**src/rtl/jtkicker_pkg.sv**
```systemverilog
// Shared definitions for the Kicker sound latch: IRQ FSM encoding and status bit positions.
package jtkicker_pkg;

  typedef enum logic {
    IRQ_IDLE = 1'b0,
    IRQ_PEND = 1'b1
  } irq_state_t;

  localparam int STATUS_VALID   = 0;
  localparam int STATUS_OVERRUN = 1;

endpackage

```
**src/rtl/jtkicker_sndtimer.sv**
```systemverilog
// Free-running sound timer: a snd_cen prescaler of TIMER_DIV steps feeding a 4-bit counter.
module jtkicker_sndtimer #(
  parameter int TIMER_DIV = 1024
) (
  input  logic       rst,
  input  logic       clk,
  input  logic       snd_cen,
  output logic [3:0] timer
);

  localparam int            PW   = $clog2(TIMER_DIV);
  localparam logic [PW-1:0] LAST = PW'(TIMER_DIV - 1);

  logic [PW-1:0] presc;

  always_ff @(posedge clk or posedge rst) begin
    if (rst) begin
      presc <= '0;
      timer <= '0;
    end else if (snd_cen) begin
      if (presc == LAST) begin
        presc <= '0;
        timer <= timer + 4'd1;
      end else begin
        presc <= presc + PW'(1);
      end
    end
  end

endmodule

```
**src/rtl/jtkicker_sndlatch.sv**
```systemverilog
// Main-to-sound CPU latch with overrun status and a pending-IRQ FSM.
// Define JTKICKER_SND_TIMER_EN to include the free-running sound timer.
module jtkicker_sndlatch
  import jtkicker_pkg::*;
#(
  parameter int TIMER_DIV = 1024
) (
  input  logic       rst,
  input  logic       clk,
  input  logic       main_cen,
  input  logic       main_rnw,
  input  logic [7:0] main_dout,
  input  logic       snd_data_cs,
  input  logic       snd_on_cs,
  input  logic       snd_cen,
  input  logic       latch_rd,
  input  logic       irq_ack,
  output logic [7:0] latch_dout,
  output logic       snd_irqn,
  output logic [1:0] status,
  output logic [3:0] timer
);

  logic       latch_wr;
  logic       irq_trig;
  logic       data_valid;
  logic       overrun;
  irq_state_t state, state_nxt;

  assign latch_wr = main_cen & snd_data_cs & ~main_rnw;
  assign irq_trig = main_cen & snd_on_cs   & ~main_rnw;

  // NOTE: sequential state uses non-blocking assignments so every register samples pre-edge values.
  always_ff @(posedge clk or posedge rst) begin
    if (rst) begin
      latch_dout <= '0;
      data_valid <= 1'b0;
      overrun    <= 1'b0;
    end else if (latch_wr) begin
      // A simultaneous read consumed the old byte, so it is not lost.
      latch_dout <= main_dout;
      overrun    <= data_valid & ~latch_rd;
      data_valid <= 1'b1;
    end else if (latch_rd) begin
      data_valid <= 1'b0;
      overrun    <= 1'b0;
    end
  end

  always_ff @(posedge clk or posedge rst) begin
    if (rst) state <= IRQ_IDLE;
    else     state <= state_nxt;
  end

  // NOTE: default assigned first so no path through this block infers a latch.
  always_comb begin
    state_nxt = state;
    case (state)
      IRQ_IDLE: if (irq_trig)            state_nxt = IRQ_PEND;
      IRQ_PEND: if (irq_ack && !irq_trig) state_nxt = IRQ_IDLE;
      default:                           state_nxt = IRQ_IDLE;
    endcase
  end

  assign snd_irqn = (state != IRQ_PEND);

  assign status[STATUS_VALID]   = data_valid;
  assign status[STATUS_OVERRUN] = overrun;

`ifdef JTKICKER_SND_TIMER_EN
  jtkicker_sndtimer #(
    .TIMER_DIV (TIMER_DIV)
  ) u_timer (
    .rst     (rst),
    .clk     (clk),
    .snd_cen (snd_cen),
    .timer   (timer)
  );
`else
  logic unused_timer;
  assign unused_timer = snd_cen ^ TIMER_DIV[0];
  assign timer        = 4'd0;
`endif

endmodule

```
**config.mk**
```make
export PLATFORM = sky130hd
export DESIGN_NAME = jtkicker_sndlatch
export DESIGN_NICKNAME = d
export VERILOG_FILES = /design/src/rtl/jtkicker_pkg.sv /design/src/rtl/jtkicker_sndtimer.sv /design/src/rtl/jtkicker_sndlatch.sv
export SDC_FILE = /design/constraint.sdc
export NUM_CORES = 1
export LEC_CHECK = 0
export CORE_MARGIN = 1.5
export CORE_UTILIZATION = 34
export CTS_CLUSTER_SIZE = 25
export DETAILED_ROUTE_END_ITERATION = 10
export GPL_TIMING_DRIVEN = 1
export HOLD_SLACK_MARGIN = 0.06
export PLACE_DENSITY = 0.74
export RECOVER_POWER = 100
export SKIP_CTS_REPAIR_TIMING = 1
export SYNTH_ARGS = -nofsm -noshare
export SYNTH_HDL_FRONTEND = slang
export SYNTH_SLANG_ARGS = --single-unit
```
**constraint.sdc**
```tcl
create_clock -name clk -period 1.2 [get_ports clk]
set_clock_uncertainty 0.15 [all_clocks]
set_input_delay 0.24 -clock clk [delete_from_list [all_inputs] [get_ports clk]]
set_output_delay 0.24 -clock clk [all_outputs]
set_load 0.03 [all_outputs]
```
== Word-level counts from Yosys, hierarchy flattened ==
Cells that the tools add are included.
Operators by class
  muxes and demuxes: 6
  reduce and logical (&&, ||, !) cells: 3
  bitwise logic cells: 8
Operators with widths (number)
  AND 1 bit: 5
  two-way mux 1 bit: 5
  inverter 1 bit: 3
  case mux 1 bit (2 select lines): 1
  nonzero test 2 bit: 1
  logical AND 1 bit: 1
  zero test 1 bit: 1
Word-level totals
  register bits after elaboration: 11
  logic and storage cells: 21
  output and inout bits: 15

== Depth between registers and ports, before layout ==
Gate-level depths: netlist of run 1.
  word-level depth: 6
  gate-level depth with buffers: 3
  mapped depth without buffers: 2

== Worst setup path before layout of run 1 ==
Ideal clock, no wire load.
  path kind: in2reg
  start point: input port main_rnw
  end point: register latch_dout[0]
  arrival time: 0.828 ns
  slack: 0.097 ns
  cell stages on the path: 3
  buffers on the path: 1
  cells stage by stage: nand3b_1 buf_6 mux2_4
Between the ends
  word-level cells in the longest chain between the ends: 2
RTL lines
  start, declared: RTL line jtkicker_sndlatch.sv:11  | input logic main_rnw,
  inverter 1 bit: RTL line jtkicker_sndlatch.sv:30  | assign latch_wr = main_cen & snd_data_cs & ~main_rnw;
  AND 1 bit: RTL line jtkicker_sndlatch.sv:30
  end signal, assigned: RTL line jtkicker_sndlatch.sv:41  | latch_dout <= main_dout;
  end, declared: RTL line jtkicker_sndlatch.sv:18  | output logic [7:0] latch_dout,
Every way passes these cells.
A chain may end at the register's enable or synchronous reset.

== Worst setup path after layout of run 1 ==
  start point: register latch_dout[0]
  end point: output port latch_dout[0]
No word-level cell between the ends.

==> results of run 1 <==
## state kept, by name, summed over array words and instances (netlist names)
name / flops
state: 1
data_valid: 1
latch_dout: 8
overrun: 1
## per-stage QoR
step,setup slack (ps),util
floorplan,96.8,-
global placement,-362,0.541
detailed placement,-395,0.541
CTS,-123,0.561
global route,-40.2,0.593
finish,-14.4,0.593
## worst min path at each step
| stage | start | end | slack, ps | depth (start not counted) |
|---|---|---|---|---|
| 3_5_place_dp | latch_dout[5] | latch_dout[5] | 350 | 1 |
| 2_1_floorplan | rst | data_valid | -60 | 1 |
| 4_1_cts | rst | overrun | 130 | 2 |
| 6_report | main_cen | state | 120 | 3 |
| 3_3_place_gp | latch_dout[7] | latch_dout[7] | 340 | 1 |
| 5_1_grt | main_cen | state | 140 | 3 |
## layout make-up
cell class	count	area, um2	share of cell area
inverter	2	7.51	0.00938
timing repair buffer	31	314	0.392
sequential	11	275	0.344
multi-input combinational	19	159	0.198
tap	15	18.8	0.0234
clock buffer	4	26.3	0.0328
## cells in the mapped netlist
master,n,share of area
sky130_fd_sc_hd__nand3b_1,2,0.029
sky130_fd_sc_hd__nand2_1,1,0.0074
sky130_fd_sc_hd__mux2i_1,1,0.020
sky130_fd_sc_hd__o21ai_0,1,0.0098
sky130_fd_sc_hd__buf_4,6,0.088
sky130_fd_sc_hd__mux2_4,8,0.24
sky130_fd_sc_hd__nand2b_1,2,0.025
sky130_fd_sc_hd__conb_1,1,0.0074
sky130_fd_sc_hd__inv_1,2,0.015
sky130_fd_sc_hd__buf_6,1,0.022
sky130_fd_sc_hd__dfrtp_1,11,0.54
## tightest hold or removal path, delay by kind of cell
family / cells / cell delay, ps
AO/OA/AOI/OAI: 1 / 60
buffers and inverters: 1 / 110
AND/OR/NAND/NOR: 1 / 80
## report_power, final
group	internal [uW]	switching [uW]
clock	128	118
combinational	212	200
sequential	428	41.9
total	768	360
## per-layer routing
metal,vias up,GRT usage
met5,-,0
met4,0,0.0194
met3,0,0.0304
met2,22,0.188
met1,153,0.156
li1,168,-
## cell families (layout without fill, tap and decap cells)
group,count (synthesis),in the layout,share of synthesized area
AO/OA/AOI/OAI,1,1,0.00982
flip-flops,11,11,0.541
multiplexers,9,9,0.256
other,1,4,0.00736
buffers and inverters,9,37,0.125
AND/OR/NAND/NOR,5,5,0.0614
==> results.sh, run 1 <==
export IMPL_endpoint_kind="output port"
export IMPL_cts_tree="done"
export IMPL_fin_ws_ps=-14.4
export IMPL_finalCritPeriodShare=1.01
export IMPL_synth_seq_area_share=0.541
export IMPL_num_vias=343
export IMPL_cp_slowest_cell="sky130_fd_sc_hd__dfrtp_1"
export IMPL_htree_num_levels=1
export IMPL_syn_inst=36
export IMPL_top_library_cells_by_usage_in_the_layout_fill_and_taps_aside="sky130_fd_sc_hd__dfrtp_1, sky130_fd_sc_hd__buf_6, sky130_fd_sc_hd__clkdlybuf4s50_1"
export IMPL_gpl_wtd_cong=0.675
export IMPL_crit_buf_inv=1
export IMPL_path_depth=1
export IMPL_layout_nets=85
export IMPL_grt_overflow=0
export IMPL_floorplan_die_width_um=41.7
export IMPL_holdCritPathClass="input port to flip-flop"
export IMPL_synth_avg_cell_area_um2=14.1
export IMPL_fin_hold_ws_ps=119
export IMPL_min_period_ps=1210
export IMPL_setup_viol=2
export IMPL_drt_iter0_drc=2
export IMPL_finalMaxSlewViolations=0
export IMPL_unrepaired_setup_endpoints_after_global_routing="true"
export IMPL_n_fill_cell=122
export IMPL_finalPower_uw=1130
export IMPL_setup_tns_ps=-17.9
export IMPL_grt_antenna_before_repair=0
export IMPL_antenna_left=0
export IMPL_drt_drc_violations_left=0
export IMPL_numPlacedInstances=75
export IMPL_p_leak_uw=0.000413
export IMPL_core_area_mm2=0.00135
export IMPL_areaGrowthSynthToFinish_pct=57.2
export IMPL_grt_pass1_vias=344
export IMPL_regToRegEndpoint="latch_dout[0]"
export IMPL_violations="negative setup slack"
export IMPL_ff2ff_path_depth=2
export IMPL_cts_buffers=3
export IMPL_hold_vio_cnt_final=0
export IMPL_grt_start_max_net_pins=12
export IMPL_setup_worst_path_end="latch_dout[0]"
export IMPL_cap_viol_max_count=0
export IMPL_cp_required_ps=810
export IMPL_placed_area_um2=731
export IMPL_drt_met1_wl_um=422
export IMPL_num_io_pins=32
export IMPL_cts_root_buffer="sky130_fd_sc_hd__clkbuf_4"
export IMPL_layout_drive_gt1_share=0.328
export IMPL_finalNonFillerCells=82
export IMPL_critical_path_top_delay_family="flip-flops"
export IMPL_startpoint_type_of_the_worst_setup_path="flip-flop"
export IMPL_antennaDiodeCount=0
export IMPL_tritoncts_num_sinks=11
export IMPL_die_height_um=41.7
export IMPL_placementRows=13
export IMPL_met3WireLength_um=66
export IMPL_clk_pin_slew_ps=70
export IMPL_port_buffer_cells=26
export IMPL_yosys_warnings=0
export IMPL_crit_path_max_incr_delay_ps=410
export IMPL_post_drt_wl_per_cell_um=11.7
export IMPL_rrSetupSlack_ps=70
export IMPL_critical_path_start="latch_dout[0]"
export IMPL_wirelength_um=963
export IMPL_timing_critical_path_cells="buf_6"
export IMPL_path_max_fanout=2
export IMPL_route_met2_wl_um=474
export IMPL_grt_total_usage=0.115
export IMPL_cellPowerDensity_mw_per_mm2=1410
export IMPL_synth_area_um2=509
export IMPL_first_pass_grt_wire_length_um=1540
export IMPL_synth_seq_cells=11
export IMPL_initial_core_utilization=0.377
export IMPL_crit_reg2reg_launch="latch_dout[0]"
export IMPL_final_design_area_excluding_fillers_um2=801
export IMPL_max_freq_ghz=0.823
export IMPL_status="finished, violations left"
export IMPL_clk_insertion_delay_late_ps=260
export IMPL_highest_layer="met3"
export IMPL_cp_data_arrival_time_ps=820
export IMPL_worst_supply_voltage_drop_on_vdd_uv=594
export IMPL_crit_path_category="flip-flop to output port"
export IMPL_clockBufferDepth=2
export IMPL_detail_route_first_pass_iterations=2
export IMPL_vias_per_cell=4.18
export IMPL_post_dp_hpwl_um=762
export IMPL_die_area_mm2=0.00174
export IMPL_synth_cell_types=11
No activity file was read; power rests on OpenSTA's default activity.
==> run 2: changes to the inputs <==
--- a/config.mk
+++ b/config.mk
@@ -14,6 +14,7 @@
 export PLACE_DENSITY = 0.74
 export RECOVER_POWER = 100
 export SKIP_CTS_REPAIR_TIMING = 1
+export SKIP_LAST_GASP = 1
 export SYNTH_ARGS = -nofsm -noshare
 export SYNTH_HDL_FRONTEND = slang
 export SYNTH_SLANG_ARGS = --single-unit
==> results of run 2 <==
Final layout, timing and power as in run 1 (identical DEF).
==> run 3: changes to the inputs <==
--- a/config.mk
+++ b/config.mk
@@ -6,12 +6,12 @@
 export NUM_CORES = 1
 export LEC_CHECK = 0
 export CORE_MARGIN = 1.5
-export CORE_UTILIZATION = 34
+export CORE_UTILIZATION = 30
 export CTS_CLUSTER_SIZE = 25
 export DETAILED_ROUTE_END_ITERATION = 10
 export GPL_TIMING_DRIVEN = 1
 export HOLD_SLACK_MARGIN = 0.06
-export PLACE_DENSITY = 0.74
+export PLACE_DENSITY = 0.8
 export RECOVER_POWER = 100
 export SKIP_CTS_REPAIR_TIMING = 1
 export SKIP_LAST_GASP = 1
==> run 3 against run 2 <==
- sequential power about the same
- via count increased by 11%
- maximum frequency about the same
- largest cell class unchanged
- core utilization fell by 4.2 points
- count of clock-buffer cells in the layout is the same
- critical path type unchanged
- clock power about the same
- critical path depth up 1
- the run still ends with negative setup slack left
- worst hold slack improved by 13 ps
- cell area rose by 6.1%
- worst setup slack improved by 0.52 ps
- non-clock buffer count up 6
- first-iteration DRC count grew to 3.0 times the previous value
==> results.sh, run 3 (same netlist as run 1, synthesis figures left out) <==
export IMPL_die_height_um=44.2
export IMPL_tritoncts_num_sinks=11
export IMPL_num_vias=382
export IMPL_clockBufferDepth=2
export IMPL_wirelength_um=991
export IMPL_die_area_mm2=0.00195
export IMPL_setup_viol=1
export IMPL_n_fill_cell=147
export IMPL_status="finished, violations left"
export IMPL_finalCritPeriodShare=1.01
export IMPL_post_drt_wl_per_cell_um=11.1
export IMPL_post_dp_hpwl_um=698
export IMPL_top_library_cells_by_usage_in_the_layout_fill_and_taps_aside="sky130_fd_sc_hd__dfrtp_1, sky130_fd_sc_hd__clkdlybuf4s50_1, sky130_fd_sc_hd__buf_6"
export IMPL_max_flop_register="latch_dout"
export IMPL_fin_ws_ps=-13.9
export IMPL_path_max_fanout=2
export IMPL_numPlacedInstances=77
export IMPL_hold_vio_cnt_final=0
export IMPL_finalNonFillerCells=89
export IMPL_areaGrowthSynthToFinish_pct=66.8
export IMPL_cp_data_arrival_time_ps=820
export IMPL_layout_drive_gt1_share=0.384
export IMPL_crit_path_category="flip-flop to output port"
export IMPL_holdCritPathClass="input port to flip-flop"
export IMPL_port_buffer_cells=26
export IMPL_grt_pass1_vias=355
export IMPL_htree_num_levels=1
export IMPL_startpoint_type_of_the_worst_setup_path="flip-flop"
export IMPL_antennaDiodeCount=0
export IMPL_fin_hold_ws_ps=132
export IMPL_cellPowerDensity_mw_per_mm2=1370
export IMPL_cts_buffers=3
export IMPL_layout_nets=91
export IMPL_grt_antenna_before_repair=0
export IMPL_initial_core_utilization=0.330
export IMPL_max_freq_ghz=0.824
export IMPL_drt_iter0_drc=6
export IMPL_cts_root_buffer="sky130_fd_sc_hd__clkbuf_4"
export IMPL_violations="negative setup slack"
export IMPL_clk_pin_slew_ps=70
export IMPL_finalPower_uw=1170
export IMPL_worst_supply_voltage_drop_on_vdd_uv=590
export IMPL_grt_total_usage=0.113
export IMPL_cts_tree="done"
export IMPL_largest_reg_flops=8
export IMPL_gpl_wtd_cong=0.593
export IMPL_drt_drc_violations_left=0
export IMPL_vias_per_cell=4.29
export IMPL_antenna_left=0
export IMPL_cp_required_ps=810
export IMPL_first_pass_grt_wire_length_um=1530
export IMPL_grt_start_max_net_pins=12
export IMPL_cap_viol_max_count=0
export IMPL_min_period_ps=1210
export IMPL_grt_overflow=0
export IMPL_finalMaxSlewViolations=0
export IMPL_unrepaired_setup_endpoints_after_global_routing="true"
export IMPL_placementRows=14
export IMPL_finish_utilization=0.551
export IMPL_num_io_pins=32
export IMPL_floorplan_die_width_um=44.2
export IMPL_core_area_mm2=0.00154
export IMPL_clk_insertion_delay_late_ps=260
export IMPL_setup_tns_ps=-13.9
export IMPL_p_leak_uw=0.000443
export IMPL_endpoint_kind="output port"
export IMPL_detail_route_first_pass_iterations=4
-- run 3: final cells by class --
cell class	instances	area (um2)	area share
flip-flops and latches	11	275	0.324
well taps	16	20.0	0.0236
repair buffers	37	358	0.421
clock buffers	4	26.3	0.0309
inverters	2	7.51	0.00884
multi-input cells	19	163	0.191
-- run 3: stage by stage --
step,cell area [um2],setup slack [ps]
detailed placement,739,-378
global route,850,-45.8
floorplan,520,96.8
finish,850,-13.9
CTS,766,-90.0
global placement,739,-356
-- run 3: final timing paths --
| path | slack, ps | cells after the start | end | from |
|---|---|---|---|---|
| hold reg to reg | 390 | 2 | data_valid | data_valid |
| setup / recovery | -10 | 2 | snd_irqn | state |
| setup reg to reg | 120 | 2 | latch_dout[4] | latch_dout[4] |
| min in group asynchronous | 260 | 2 | latch_dout[5] | rst |
| hold / removal | 130 | 3 | state | main_cen |
| max in group asynchronous | 350 | 2 | latch_dout[1] | rst |
-- run 3: where the power goes --
part / switching [uW] / leakage, uW / internal, uW
Sequential: 41.0 / 0.000135 / 428
Combinational: 205 / 0.000294 / 249
Clock: 116 / 0.0000150 / 128
Total: 362 / 0.000443 / 805
-- run 3: critical path, cell delays in order (launching register included) --
cell and delay [ps]:
sky130_fd_sc_hd__dfrtp_1 380, sky130_fd_sc_hd__inv_2 60, sky130_fd_sc_hd__buf_6 120
-- run 3: routing by layer --
metal,GRT usage,routed length (um)
met4,0.109,20
met5,0,0
met3,0.0245,46
met2,0.165,494
met1,0.136,430
